File: config.mk
export PLATFORM = sky130hd
export DESIGN_NAME = note_tone_decoder
export DESIGN_NICKNAME = d
export VERILOG_FILES = /design/src/rtl/note_tone_decoder.sv
export SDC_FILE = /design/constraint.sdc
export NUM_CORES = 1
export LEC_CHECK = 0
export ABC_AREA = 1
export CAP_MARGIN = 20
export CORE_MARGIN = 10
export CORE_UTILIZATION = 45
export CTS_CLUSTER_DIAMETER = 30
export DETAILED_ROUTE_END_ITERATION = 8
export DONT_BUFFER_PORTS = 1
export PLACE_DENSITY = 0.63
export SYNTH_ARGS = -nofsm -noshare
export SYNTH_HDL_FRONTEND = slang
export SYNTH_SLANG_ARGS = --single-unit
File: constraint.sdc
create_clock -name clock -period 4 [get_ports clock]
set_clock_uncertainty 0.1 [all_clocks]
set_input_delay 0.8 -clock clock [delete_from_list [all_inputs] [get_ports clock]]
set_output_delay 0.8 -clock clock [all_outputs]
set_load 0.05 [all_outputs]
File: src/rtl/note_tone_decoder.sv
`default_nettype none
// ============================================================================
// Module   : note_tone_decoder
// Brief    : Debounces a 3-bit note code from the datapath link, decodes it to
//            a one-hot note and drives a square-wave buzzer with a minimum hold.
// Revision : 1.0 - initial release
// ============================================================================
module note_tone_decoder #(
  parameter int STABLE_CYCLES   = 4,
  parameter int MIN_HOLD_CYCLES = 50000,
  parameter int SIM_SHIFT       = 0
) (
  input  logic       clock,
  input  logic       reset,
  input  logic [2:0] code_in,
  input  logic       enable,
  output logic       buzzer,
  output logic       note_active,
  output logic [6:0] note_onehot,
  output logic       note_changed,
  output logic [1:0] db_state
);

  localparam logic [1:0]  ST_IDLE  = 2'b00;
  localparam logic [1:0]  ST_PLAY  = 2'b01;
  localparam logic [1:0]  ST_HOLD  = 2'b10;
  localparam logic [3:0]  STABLE   = 4'(STABLE_CYCLES);
  localparam logic [19:0] MIN_HOLD = 20'(MIN_HOLD_CYCLES);

  logic [2:0]  s1_q, s1_d, s2_q, s2_d;
  logic [2:0]  cand_q, cand_d, acc_q, acc_d;
  logic [3:0]  stab_q, stab_d;
  logic [1:0]  state_q, state_d;
  logic [2:0]  note_q, note_d;
  logic [6:0]  onehot_q, onehot_d;
  logic [16:0] half_cnt_q, half_cnt_d;
  logic        phase_q, phase_d;
  logic [19:0] hold_q, hold_d;
  logic        changed_q, changed_d;
  logic        buzzer_q, buzzer_d;

  logic [16:0] half_raw, half_len;
  logic        onset, release_ev, hold_full;

  // Plain two-flop synchronizer followed by the stability filter.
  always_comb begin
    s1_d   = code_in;
    s2_d   = s1_q;
    cand_d = cand_q;
    stab_d = stab_q;
    acc_d  = acc_q;
    if (s2_q != cand_q) begin
      cand_d = s2_q;
      stab_d = 4'd1;
    end else begin
      if (stab_q == STABLE && cand_q != acc_q) acc_d = cand_q;
      if (stab_q != STABLE) stab_d = stab_q + 4'd1;
    end
  end

  assign onset      = (acc_d != acc_q) && (acc_d != 3'd0);
  assign release_ev = (acc_d != acc_q) && (acc_d == 3'd0);
  assign hold_full  = (hold_q == MIN_HOLD);

  always_comb begin
    case (note_q)
      3'd1:    half_raw = 17'd95556;
      3'd2:    half_raw = 17'd85131;
      3'd3:    half_raw = 17'd75843;
      3'd4:    half_raw = 17'd71586;
      3'd5:    half_raw = 17'd63776;
      3'd6:    half_raw = 17'd56818;
      3'd7:    half_raw = 17'd50619;
      default: half_raw = 17'd1;
    endcase
    half_len = half_raw >> SIM_SHIFT;
    if (half_len == 17'd0) half_len = 17'd1;
  end

  // State register
  always_ff @(posedge clock) begin
    if (reset) state_q <= ST_IDLE;
    else       state_q <= state_d;
  end

  // Next-state logic; an onset always wins over a hold expiry.
  always_comb begin
    state_d = state_q;
    case (state_q)
      ST_IDLE: if (onset) state_d = ST_PLAY;
      ST_PLAY: begin
        if (onset)           state_d = ST_PLAY;
        else if (release_ev) state_d = hold_full ? ST_IDLE : ST_HOLD;
      end
      ST_HOLD: begin
        if (onset)          state_d = ST_PLAY;
        else if (hold_full) state_d = ST_IDLE;
      end
      default: state_d = ST_IDLE;
    endcase
  end

  // Output / tone datapath
  always_comb begin
    changed_d  = onset;
    hold_d     = onset ? 20'd0 : (hold_full ? hold_q : hold_q + 20'd1);
    note_d     = note_q;
    onehot_d   = onehot_q;
    half_cnt_d = half_cnt_q;
    phase_d    = phase_q;
    if (onset) begin
      note_d     = acc_d;
      onehot_d   = 7'd1 << (acc_d - 3'd1);
      half_cnt_d = 17'd0;
      phase_d    = 1'b1;
    end else if (state_d == ST_IDLE) begin
      note_d     = 3'd0;
      onehot_d   = 7'd0;
      half_cnt_d = 17'd0;
      phase_d    = 1'b0;
    end else if (half_cnt_q == half_len - 17'd1) begin
      half_cnt_d = 17'd0;
      phase_d    = ~phase_q;
    end else begin
      half_cnt_d = half_cnt_q + 17'd1;
    end
    buzzer_d = phase_d & enable & (state_d != ST_IDLE);
  end

  always_ff @(posedge clock) begin
    if (reset) begin
      s1_q       <= 3'd0;
      s2_q       <= 3'd0;
      cand_q     <= 3'd0;
      acc_q      <= 3'd0;
      stab_q     <= 4'd0;
      note_q     <= 3'd0;
      onehot_q   <= 7'd0;
      half_cnt_q <= 17'd0;
      phase_q    <= 1'b0;
      hold_q     <= 20'd0;
      changed_q  <= 1'b0;
      buzzer_q   <= 1'b0;
    end else begin
      s1_q       <= s1_d;
      s2_q       <= s2_d;
      cand_q     <= cand_d;
      acc_q      <= acc_d;
      stab_q     <= stab_d;
      note_q     <= note_d;
      onehot_q   <= onehot_d;
      half_cnt_q <= half_cnt_d;
      phase_q    <= phase_d;
      hold_q     <= hold_d;
      changed_q  <= changed_d;
      buzzer_q   <= buzzer_d;
    end
  end

  always_comb begin
    buzzer       = buzzer_q;
    note_active  = (state_q != ST_IDLE);
    note_onehot  = onehot_q;
    note_changed = changed_q;
    db_state     = state_q;
  end

endmodule
`default_nettype wire

==> results of run 1 <==
routing by layer:
layer / vias to the layer above / global-route usage [%] / part of all wire [%]
met4: 0 / 4.520 / 1.6
met1: 1323 / 16.39 / 48
li1: 1583 / - / -
met3: 14 / 5.015 / 5.7
met2: 52 / 20.52 / 44
met5: - / 0 / 0
worst max-delay path, delay by kind of cell (launching register included):
kind / cells / cell delay (ns)
AND/OR/NAND/NOR: 11 / 1.34
AO/OA/AOI/OAI: 1 / 0.18
XOR/XNOR: 1 / 0.14
buffers and inverters: 2 / 0.16
adder cells (fa/ha/maj): 1 / 0.27
flip-flops: 1 / 0.56
through the flow:
| step | cells | util [%] | instance area (um2) |
|---|---|---|---|
| after CTS | 613 | 49.74 | 3844 |
| after global routing | 613 | 49.74 | 3844 |
| after detailed placement | 597 | 47.04 | 3635 |
| final | 613 | 49.74 | 3844 |
| after floorplan | 503 | - | 3557 |
| after global placement | 597 | 47.04 | 3635 |
state kept, by name, summed over array words and instances (netlist names):
name	cells
s1_q	3
note_changed	1
acc_q	3
db_state	2
phase_q	1
hold_q	20
s2_q	3
note_q	3
note_onehot	7
half_cnt_q	17
cand_q	3
stab_q	4
buzzer	1
cell families after synthesis:
kind of cell | count (synthesis) | share of synthesized area [%]
xor+xnor | 33 | 8.125
fa+ha+maj | 6 | 2.110
flops | 68 | 38.27
buf+inv | 79 | 9.040
simple gates | 281 | 36.97
compound gates | 36 | 5.488
cell type report:
class,count,share of cell area (%)
multi-input combinational,356,48.76
inverter,71,7.064
sequential,68,35.42
clock buffer,12,3.516
tap,102,3.320
clock inverter,4,1.921
cell usage after synthesis (2+ instances only):
master	count	area share [%]
inv_2	7	0.74
buf_6	2	0.63
o21ai_1	4	0.56
nand3_2	3	0.84
nand4_1	10	1.8
nand2_2	6	1.1
dfxtp_1	68	38
a21oi_1	17	2.4
xor2_1	24	5.9
inv_1	63	6.6
nor3_1	9	1.3
nor2_2	11	1.9
nand2_1	122	13
nor3b_1	2	0.42
nor4_1	2	0.35
nand2_4	2	0.63
xnor2_1	9	2.2
o21ai_0	10	1.4
buf_2	4	0.56
nand3_4	3	1.5
nand3b_1	2	0.42
nand3_1	38	5.3
clkbuf_1	2	0.21
nor2_1	64	6.8
nor3_2	3	0.84
nor2_4	2	0.63
ha_1	6	2.1
power breakdown:
| group | total, mW | internal (mW) | switching (mW) |
|---|---|---|---|
| clock | 0.604 | 0.352 | 0.252 |
| sequential | 0.693 | 0.686 | 0.00701 |
| combinational | 0.0488 | 0.0161 | 0.0327 |
path summary, 6_finish.rpt:
path / from / endpoint / slack, ns / cells after the start
hold / removal: s1_q[0] / s2_q[0] / 0.29 / 2
setup / recovery: note_q[0] / buzzer / 1.19 / 16
hold reg to reg: s1_q[0] / s2_q[0] / 0.29 / 2
setup reg to reg: note_q[0] / buzzer / 1.19 / 16
==> results.md, run 1 <==
- Outcome: completed
- Syn Area/Cell: 7.072 um2
- Cell area power density: 350.0 nW/um2
- Fin crit share: 70.35%
- Crit path cell chain: inv_2 -> nand2_1 -> nand2_1 -> ha_1 -> nor2_1 -> nand2_1 -> nand2_1 -> xor2_1 -> nand2_1 -> nor2_1 -> nand3_1 -> nand2_1 -> inv_1 -> nor2_1 -> nand2_1 -> a21oi_1
- Largest net degree at the start of global routing: 20
- Max-cap violations: 0
- Multi-input gate area: 1874 um2
- ANT cells: 0
- Syn Std Cell Area: 3557 um2
- Startpoint Class: register
- WL final: 7058 um
- PostCTS Resize Cnt: 0
- Reg area: 1361 um2
- Post-placement setup slack: 1.214 ns
- Pins Over Slew Limit: 0
- Crit-path max FO: 10
- RSZ-0062 raised after global routing: no
- Fraction of layout cells with a size suffix above 1: 10.18%
- Crit end category: register
- Fin nets: 518
- Starting Density: 46.03%
- Slew @ Worst Pin: 0.5682 ns
- CTS buffer count: 9
- Worst Path Arrival: 2.98 ns
- Synth cell types: 35
- Worst hold path class: register to register
- Placer Congestion: 0.8565
- Die span in x: 108.9 um
- # H-tree levels: 3
- Most Frequent Cell on Critical Path: nand2_1
- Vias: 2972
- Worst Hold Slack: 0.2887 ns
- Clock tree sinks: 68
- Most common cell after layout, fill and taps aside: nand2_1
- Fillers: 773
- Final min period: 2.814 ns
- Register area share after synthesis: 38.27%
- Clk root buf: clkbuf_8
- Drt via density: 4.848
- All-Layer GR Usage: 13.20%
- Vias in the first global route: 2858
- Drt drc: 0
- Maximum vdd ir drop: 171.5 uV
- Total congestion overflow: 0
- Register clock-pin slew on the reported worst setup and hold paths: 0.07 ns
- CTS Hold Bufs: 0
- Post-synthesis async set-or-reset flop share: 0%
- Clk_lat worst skew: 0.35 ns
- Pwr Total: 1.345 mW
- Hold Vio Cnt, Final: 0
- F_max: 355.4 MHz
- Die height: 108.9 um
- Synth Register Bits: 68
- Final setup fails: 0
- Avg WL per Cell: 11.51 um
- Port bufs: 0
- Most frequent cells in the layout: nand2_1 (122), dfxtp_1 (68), nor2_1 (64), inv_1 (63), nand3_1 (38)
- Final ANT Viol Nets: 0
- Leakage Power: 1.560 nW
- Slew HR: 62.07%
- Setup slack after layout: 1.186 ns
- Area grow syn2layout: 8.055%
- Synth Instances: 503
- Pre-antenna DRT Iters: 4
- CP peak stage delay: 0.56 ns
- Global-route wire length before repair: 12830 um
- Initial DRC Count: 135
- Top FF cell, synth: dfxtp_1
- Class of the most critical setup path: register to register
- CTS tree: yes
- HPWL after detailed placement: 5332 um
- Core area: 7727 um2
- Antenna violations before repair: 0
- # Post-CTS Setup Buffers: 0
- # rows: 32
- Worst-case clock buffer depth: 2
- Die area: 11860 um2
- Slowest-stage cell, CP: dfxtp_1
- Ports: 18
- Ys Warns: 0
- EDFF count, synth: 0
- Syn Nets: 515
- Worst Path Required: 4.16 ns
- Setup TNS: 0 ns
No activity file was read; power rests on OpenSTA's default activity.
==> run 2: changes to the inputs <==
==> constraint.sdc (replaced) <==
create_clock -name clock -period 2.6 [get_ports clock]
set_clock_uncertainty 0.1 [all_clocks]
set_input_delay 0.52 -clock clock [delete_from_list [all_inputs] [get_ports clock]]
set_output_delay 0.52 -clock clock [all_outputs]
set_load 0.05 [all_outputs]
==> run 2 against run 1 <==
  * Hold slack got worse by 0.16 ns
  * Worst setup slack got worse by 0.94 ns
  * Final cell count rose by 2.1%
  * Critical path type unchanged
  * Largest cell class unchanged
==> results.md, run 2 (synthesis gave the netlist of run 1 again) <==
- Outcome: completed
- Slew @ Worst Pin: 0.5648 ns (-0.003369 ns)
- Pwr Total: 2.066 mW (+54%)
- # H-tree levels: 3 (unchanged)
- Port bufs: 0 (unchanged)
- Fin nets: 531 (+2.5%)
- Crit-path max FO: 8 (-2)
- Power share of the clock group: 44.5% (-0.4 points)
- Total congestion overflow: 0 (unchanged)
- Placer Congestion: 0.8495 (-0.82%)
- Design area: 3969 um2 (+3.3%)
- WL final: 7538 um (+6.8%)
- # rows: 32 (unchanged)
- Pins Over Slew Limit: 0 (unchanged)
- Cell area power density: 520.4 nW/um2 (+49%)
- Pre-antenna DRT Iters: 4 (unchanged)
- Die area: 11860 um2 (unchanged)
- R2r endpoint: half_cnt_q[9]
- Post-placement setup slack: 0.08542 ns (-1.129 ns)
- Fraction of layout cells with a size suffix above 1: 13.55% (+3.4 points)
- Area grow syn2layout: 11.57%
- Startpoint Class: register
- Most frequent cells in the layout: nand2_1 (122), dfxtp_1 (68), inv_1 (63), nor2_1 (63), nand3_1 (37)
- Avg WL per Cell: 12.04 um (+4.6%)
- Final setup fails: 0 (unchanged)
- Fin crit share: 90.37% (+20 points)
- HPWL after detailed placement: 5420 um (+1.6%)
- Vias: 3010 (+1.3%)
- Worst reg-to-reg setup slack: 0.25 ns (-0.94 ns)
- Die height: 108.9 um (unchanged)
- Worst Path Required: 2.79 ns (-1.37 ns)
- F_max: 425.6 MHz (+20%)
- Final ANT Viol Nets: 0 (unchanged)
- CP peak stage delay: 0.35 ns (-0.21 ns)
- Reg-to-reg critical path startpoint: stab_q[0]
- Register clock-pin slew on the reported worst setup and hold paths: 0.09 ns (+0.02 ns)
- Combinational power share: 3.9% (+0.3 points)
- Dpl cell area: 3710 um2 (+2.1%)
- Max FFs per register: 20 (unchanged)
- Max-cap violations: 0 (unchanged)
- Initial DRC Count: 144 (+6.7%)
- Hold path endpoint: db_state[1]
- PostCTS Resize Cnt: 0 (unchanged)
- Min-Delay Path Depth: 1 (-1)
- Global-route wire length before repair: 12920 um (+0.69%)
- Class of the most critical setup path: register to register
- Most common cell after layout, fill and taps aside: nand2_1
- Clk root buf: clkbuf_8
- RSZ-0062 raised after global routing: no
- Sw Share: 25.56% (+3.9 points)
- Setup TNS: 0 ns (unchanged)
- CTS Hold Bufs: 0 (unchanged)
- CTS buffer count: 9 (unchanged)
- CP delay by family, top: simple AND/OR/NAND/NOR gates
- Setup slack after layout: 0.2504 ns (-0.9355 ns)
- Crit end category: register
- Critical path depth: 16 (unchanged)
- Vias in the first global route: 2884 (+0.91%)
- Seq pwr share: 51.5% (about the same)
- CTS tree: yes
- Crit path cell chain: inv_1 -> ha_2 -> nand2_2 -> nor2_2 -> nand2_1 -> nand2_2 -> inv_1 -> nand3_2 -> nand2_1 -> inv_2 -> nand3_4 -> nand2_1 -> nand3_2 -> nand3_4 -> nand3_4 -> nor2_2
- Drt via density: 4.808 (-0.82%)
- Worst Path Arrival: 2.54 ns (-0.44 ns)
- Antenna violations before repair: 0 (unchanged)
- Maximum vdd ir drop: 198.1 uV (+16%)
- Drt drc: 0 (unchanged)
- # Post-CTS Setup Buffers: 0 (unchanged)
- Clock tree sinks: 68 (unchanged)
- Hold Startpoint: reset
- Worst-case clock buffer depth: 2 (unchanged)
- Leakage Power: 1.620 nW (+3.8%)
- Fillers: 765 (-1.0%)
- Hold Vio Cnt, Final: 0 (unchanged)
- Ports: 18 (unchanged)
- Final min period: 2.350 ns (-0.4645 ns)
- Largest net degree at the start of global routing: 19 (-5.0%)
- P_int: 1.538 mW (+46%)
- Slew HR: 62.30% (+0.22 points)
- R2r worst-path depth: 16 (unchanged)
- All-Layer GR Usage: 13.31% (+0.10 points)
- Slowest-stage cell, CP: dfxtp_1
- Clk_lat worst skew: 0.36 ns (about the same)
- ANT cells: 0 (unchanged)
- Crit path buf inv count: 3 (+1)
- Core area: 7727 um2 (unchanged)
- Top reg by flops: hold_q
- Starting Density: 46.03% (unchanged)
- Die span in x: 108.9 um (unchanged)
- Worst hold path class: input pin to register
- Sw power: 0.5280 mW (+81%)
==> run 2: changes by cell type in the layout (fill, tap and decap cells not counted), sizes merged <==
cell and change:
buf +10, inv +4, clkbuf -3, nand3 +3, clkinv -2, clkinvlp +2
bufinv -1
==> run 2: worst max-delay path by stage <==
| stage | start | endpoint | slack (ns) |
|---|---|---|---|
| 2_1_floorplan | note_q[0] | half_cnt_q[12] | 0.32 |
| 3_3_place_gp | stab_q[0] | half_cnt_q[5] | 0.12 |
| 3_5_place_dp | stab_q[0] | half_cnt_q[2] | 0.09 |
| 4_1_cts | stab_q[0] | half_cnt_q[2] | 0.04 |
| 5_1_grt | note_q[0] | buzzer | 0.02 |
| 6_report | stab_q[0] | half_cnt_q[9] | 0.25 |
==> run 2: worst reg2reg max path: stages, from the launching register on <==
cell and delay, ns:
dfxtp_1 0.35, inv_1 0.09, ha_2 0.22, nand2_2 0.07
nor2_2 0.16, nand2_1 0.09, nand2_2 0.08, inv_1 0.05
nand3_2 0.07, nand2_1 0.07, inv_2 0.08, nand3_4 0.11
nand2_1 0.10, nand3_2 0.14, nand3_4 0.20, nand3_4 0.18
nor2_2 0.12
==> run 2: power by group through the flow <==
stage | Sequential, mW | Clock (mW) | Combinational [mW]
6_report | 1.06 | 0.920 | 0.0814
5_1_grt | 1.07 | 0.991 | 0.0929
4_1_cts | 1.06 | 0.942 | 0.0788
3_5_place_dp | 1.09 | 0 | 0.0782
3_3_place_gp | 1.09 | 0 | 0.0772
2_1_floorplan | 1.09 | 0 | 0.0671
==> run 2: final cells by class <==
cell class / count / area, um2 / area share (%)
multi-input combinational: 359 / 1929 / 48.61
clock buffer: 9 / 123.9 / 3.121
inverter: 71 / 271.5 / 6.841
clock inverter: 7 / 80.08 / 2.018
timing repair buffer: 10 / 75.07 / 1.892
sequential: 68 / 1361 / 34.30
tap: 102 / 127.6 / 3.216
==> run 2: layer usage <==
layer / share of wire, % / up-vias / GRT usage, %
met5: 0 / - / 0
met4: 1.2 / 0 / 4.426
met3: 4.4 / 8 / 3.776
met2: 47 / 40 / 22.07
met1: 47 / 1350 / 16.20
li1: - / 1612 / -
==> run 2: metrics by stage <==
stage	hold WS (ns)	std cells	utilization, %
detailed placement	0.2955	607	48.01
finish	0.1240	626	51.36
CTS	0.1132	623	50.65
global route	0.1048	626	51.36
floorplan	0.2883	503	-
global placement	0.2886	607	48.01
==> run 3: changes to the inputs <==
--- a/config.mk
+++ b/config.mk
@@ -5,14 +5,13 @@
 export SDC_FILE = /design/constraint.sdc
 export NUM_CORES = 1
 export LEC_CHECK = 0
-export ABC_AREA = 1
 export CAP_MARGIN = 20
 export CORE_MARGIN = 10
-export CORE_UTILIZATION = 45
+export CORE_UTILIZATION = 27
 export CTS_CLUSTER_DIAMETER = 30
 export DETAILED_ROUTE_END_ITERATION = 8
 export DONT_BUFFER_PORTS = 1
-export PLACE_DENSITY = 0.63
+export PLACE_DENSITY = 0.43
 export SYNTH_ARGS = -nofsm -noshare
 export SYNTH_HDL_FRONTEND = slang
 export SYNTH_SLANG_ARGS = --single-unit
==> run 3 against run 2 <==
  * The flow now finishes with violations (setup timing)
  * Synthesized cell count decreased by 13%
  * Clock power grew 33%
  * Sequential power barely moved
  * Via count increased by 1.4%
  * Area after synthesis increased by 1.1%
  * Non-clock buffer count is 30 higher
  * Critical path depth down 4
  * Wire length grew 17%
  * Total power up 14%
  * Maximum frequency is 13% lower
  * Core utilization fell by 17 points
  * Critical path type unchanged
==> results.md, run 3 <==
- Outcome: complete, but fails checks
- Failing checks: setup timing
- Syn Area/Cell: 8.175 um2 (+16%)
- Seq pwr share: 45.4% (-6.1 points)
- Sw Share: 21.43% (-4.1 points)
- Total congestion overflow: 0 (unchanged)
- Ports: 18 (unchanged)
- Top reg by flops: hold_q
- Cell area power density: 517.7 nW/um2 (-0.53%)
- Worst Path Arrival: 2.83 ns (+0.29 ns)
- Startpoint Class: register
- Yosys top cell area share: 37.84% (-0.43 points)
- HPWL after detailed placement: 6204 um (+14%)
- Initial DRC Count: 257 (+78%)
- Post-placement setup slack: -0.1919 ns (-0.2773 ns)
- Port bufs: 0 (unchanged)
- Post-synthesis async set-or-reset flop share: 0% (unchanged)
- Clk root buf: clkbuf_16
- Slew HR: 50.97% (-11 points)
- Area grow syn2layout: 26.26%
- Die area: 18340 um2 (+55%)
- Pins Over Slew Limit: 0 (unchanged)
- Crit end category: register
- CTS Hold Bufs: 0 (unchanged)
- CTS buffer count: 9 (unchanged)
- Clk_lat worst skew: 0.34 ns (-0.02 ns)
- Core area: 13140 um2 (+70%)
- Top FF cell, synth: dfxtp_1
- Drt via density: 4.738 (-1.5%)
- CP delay by family, top: simple AND/OR/NAND/NOR gates
- Final ANT Viol Nets: 0 (unchanged)
- Worst-case clock buffer depth: 2 (unchanged)
- P_int: 1.847 mW (+20%)
- CTS tree: yes
- Placer Congestion: 0.7900 (-7.0%)
- Class of the most critical setup path: register to register
- Final setup fails: 19 (+19)
- ANT cells: 0 (unchanged)
- Crit-path max FO: 6 (-2)
- Leakage Power: 1.614 nW (-0.36%)
- Combinational power share: 2.6% (-1.3 points)
- Pre-antenna DRT Iters: 5 (+1)
- Hold Vio Cnt, Final: 0 (unchanged)
- Clock tree sinks: 68 (unchanged)
- Largest area contributor in the netlist: dfxtp_1
- Vias in the first global route: 2938 (+1.9%)
- Vias: 3051 (+1.4%)
- Count leader, synth: dfxtp_1
- Slowest-stage cell, CP: or3_1
- Multi-input gate area: 2281 um2 (+18%)
- Ys Warns: 0 (unchanged)
- Met3 WL: 322 um (-3.0%)
- All-Layer GR Usage: 10.06% (-3.2 points)
- Syn Nets: 452 (-12%)
- Crit path cell chain: nor2b_4 -> or2_4 -> ha_4 -> buf_6 -> nand2b_4 -> o311a_1 -> a211oi_1 -> or3_1 -> nor4_4 -> buf_4 -> nor3_1 -> a311o_1
- CP peak stage delay: 0.42 ns (+0.07 ns)
- Final Core Density: 34.57% (-17 points)
- RSZ-0062 raised after global routing: yes
- Fraction of layout cells with a size suffix above 1: 22.01% (+8.5 points)
- F_max: 369.4 MHz (-13%)
- Global-route wire length before repair: 14810 um (+15%)
- Register clock-pin slew on the reported worst setup and hold paths: 0.06 ns (-0.03 ns)
- # H-tree levels: 3 (unchanged)
- Largest net degree at the start of global routing: 26 (+7)
- Max-cap violations: 0 (unchanged)
- Antenna violations before repair: 0 (unchanged)
- EDFF count, synth: 0 (unchanged)
- Syn Std Cell Area: 3597 um2 (+1.1%)
- Non-Filler Instances: 644 (+2.9%)
- M1 WL: 4148 um (+16%)
- Setup slack after layout: -0.1068 ns (-0.3572 ns)
- Register area share after synthesis: 37.84% (-0.43 points)
- Power share of the clock group: 52.0% (+7.5 points)
- Fin crit share: 104.1% (+14 points)
- Fillers: 1403 (+83%)
- Synth Instances: 440 (-13%)
- Drt drc: 0 (unchanged)
- Max layer used: met4
- Die span in x: 135.4 um (+24%)
- Pwr Total: 2.351 mW (+14%)
- Avg WL per Cell: 13.73 um (+14%)
- Fin nets: 475 (-11%)
- Met2 routed WL: 4230 um (+19%)
- Worst hold path class: input pin to register
- WL final: 8845 um (+17%)
- Area contributors post-synth: dfxtp_1 (38%), nor2_1 (6.3%), xor2_1 (5.8%)
- Dpl cells: 620 (+2.1%)
- # rows: 42 (+31%)
- Sw power: 0.5039 mW (-4.6%)
- Slew @ Worst Pin: 0.7347 ns (+0.1699 ns)
- Starting Density: 27.38% (-19 points)
- Maximum vdd ir drop: 465.9 uV (+140%)
- Worst Path Required: 2.72 ns (-0.07 ns)
- Crit path buf inv count: 2 (-1)
- Most frequent cells in the layout: dfxtp_1 (66), nor2_1 (52), buf_4 (37), nand2_1 (28), nand3_1 (25)
- Synth Register Bits: 68 (unchanged)
- Synth cell types: 58 (+66%)
- Most common cell after layout, fill and taps aside: dfxtp_1
- Commonest cells in the synthesized netlist: dfxtp_1 (68), nor2_1 (60), nand2_1 (28)
- Reg area: 1366 um2 (+0.37%)
- Final min period: 2.707 ns (+0.3572 ns)
- Die height: 135.4 um (+24%)
- Max FFs per register: 20 (unchanged)
[run 3: changes by cell type after synthesis, sizes merged, moves of 13 or more]
cell / delta
nor2: -17
nor2b: +13
xnor2: +13
clkbuf: +20
inv: -54
nand3: -19
nand2: -102
[run 3: final timing paths]
kind,startpoint,to,slack [ns],depth (start not counted)
setup / recovery,note_q[0],buzzer,-0.11,12
hold / removal,reset,stab_q[0],0.15,1
setup reg to reg,note_q[0],buzzer,-0.11,12
hold reg to reg,s1_q[2],s2_q[2],0.33,1
[run 3: layout make-up]
type	count	area share, %
repair buffers	40	6.860
flip-flops and latches	68	30.08
clock buffers	10	5.262
multi-input cells	328	50.22
clock inverters	6	1.405
inverters	16	1.322
well taps	176	4.848
[run 3: routing by layer]
metal  global-route usage [%]  vias to the layer above
li1                         -                     1570
met1                    12.51                     1426
met2                    15.90                       42
met3                    3.116                       13
met4                    3.888                        0
met5                        0                        -
[run 3: power groups by stage]
stage | combinational [mW] | sequential [mW] | clock (mW)
2_1_floorplan | 0.0521 | 1.09 | 0
3_3_place_gp | 0.0602 | 1.09 | 0
3_5_place_dp | 0.0606 | 1.09 | 0
4_1_cts | 0.0611 | 1.07 | 1.27
5_1_grt | 0.0712 | 1.07 | 1.31
6_report | 0.0605 | 1.07 | 1.22
[run 3: cell families (layout without fill, tap and decap cells)]
kind of cell	count (synthesis)	after routing	share of synthesized area (%)
AND/OR/NAND/NOR	199	200	29.15
AO/OA/AOI/OAI	71	71	13.15
flip-flops	68	68	37.84
XOR/XNOR	46	46	11.20
buffers and inverters	45	72	5.113
adder cells (fa/ha/maj)	6	6	2.087
multiplexers	5	5	1.461
[run 3: per-stage QoR]
stage | hold WS [ns] | cell area [um2] | setup TNS, ns
floorplan | 0.3138 | 3669 | -1.338
global placement | 0.3297 | 3998 | -2.146
detailed placement | 0.3270 | 3998 | -3.301
CTS | 0.1330 | 4358 | -0.9064
global route | 0.1328 | 4542 | -2.656
finish | 0.1546 | 4542 | -0.6532
[run 3: timing repair]
item,4_1_cts,5_1_grt
setup endpoints to repair,19,19
pin swaps,5,14
resized for setup,7,36
cloned,1,0
setup buffers,4,5
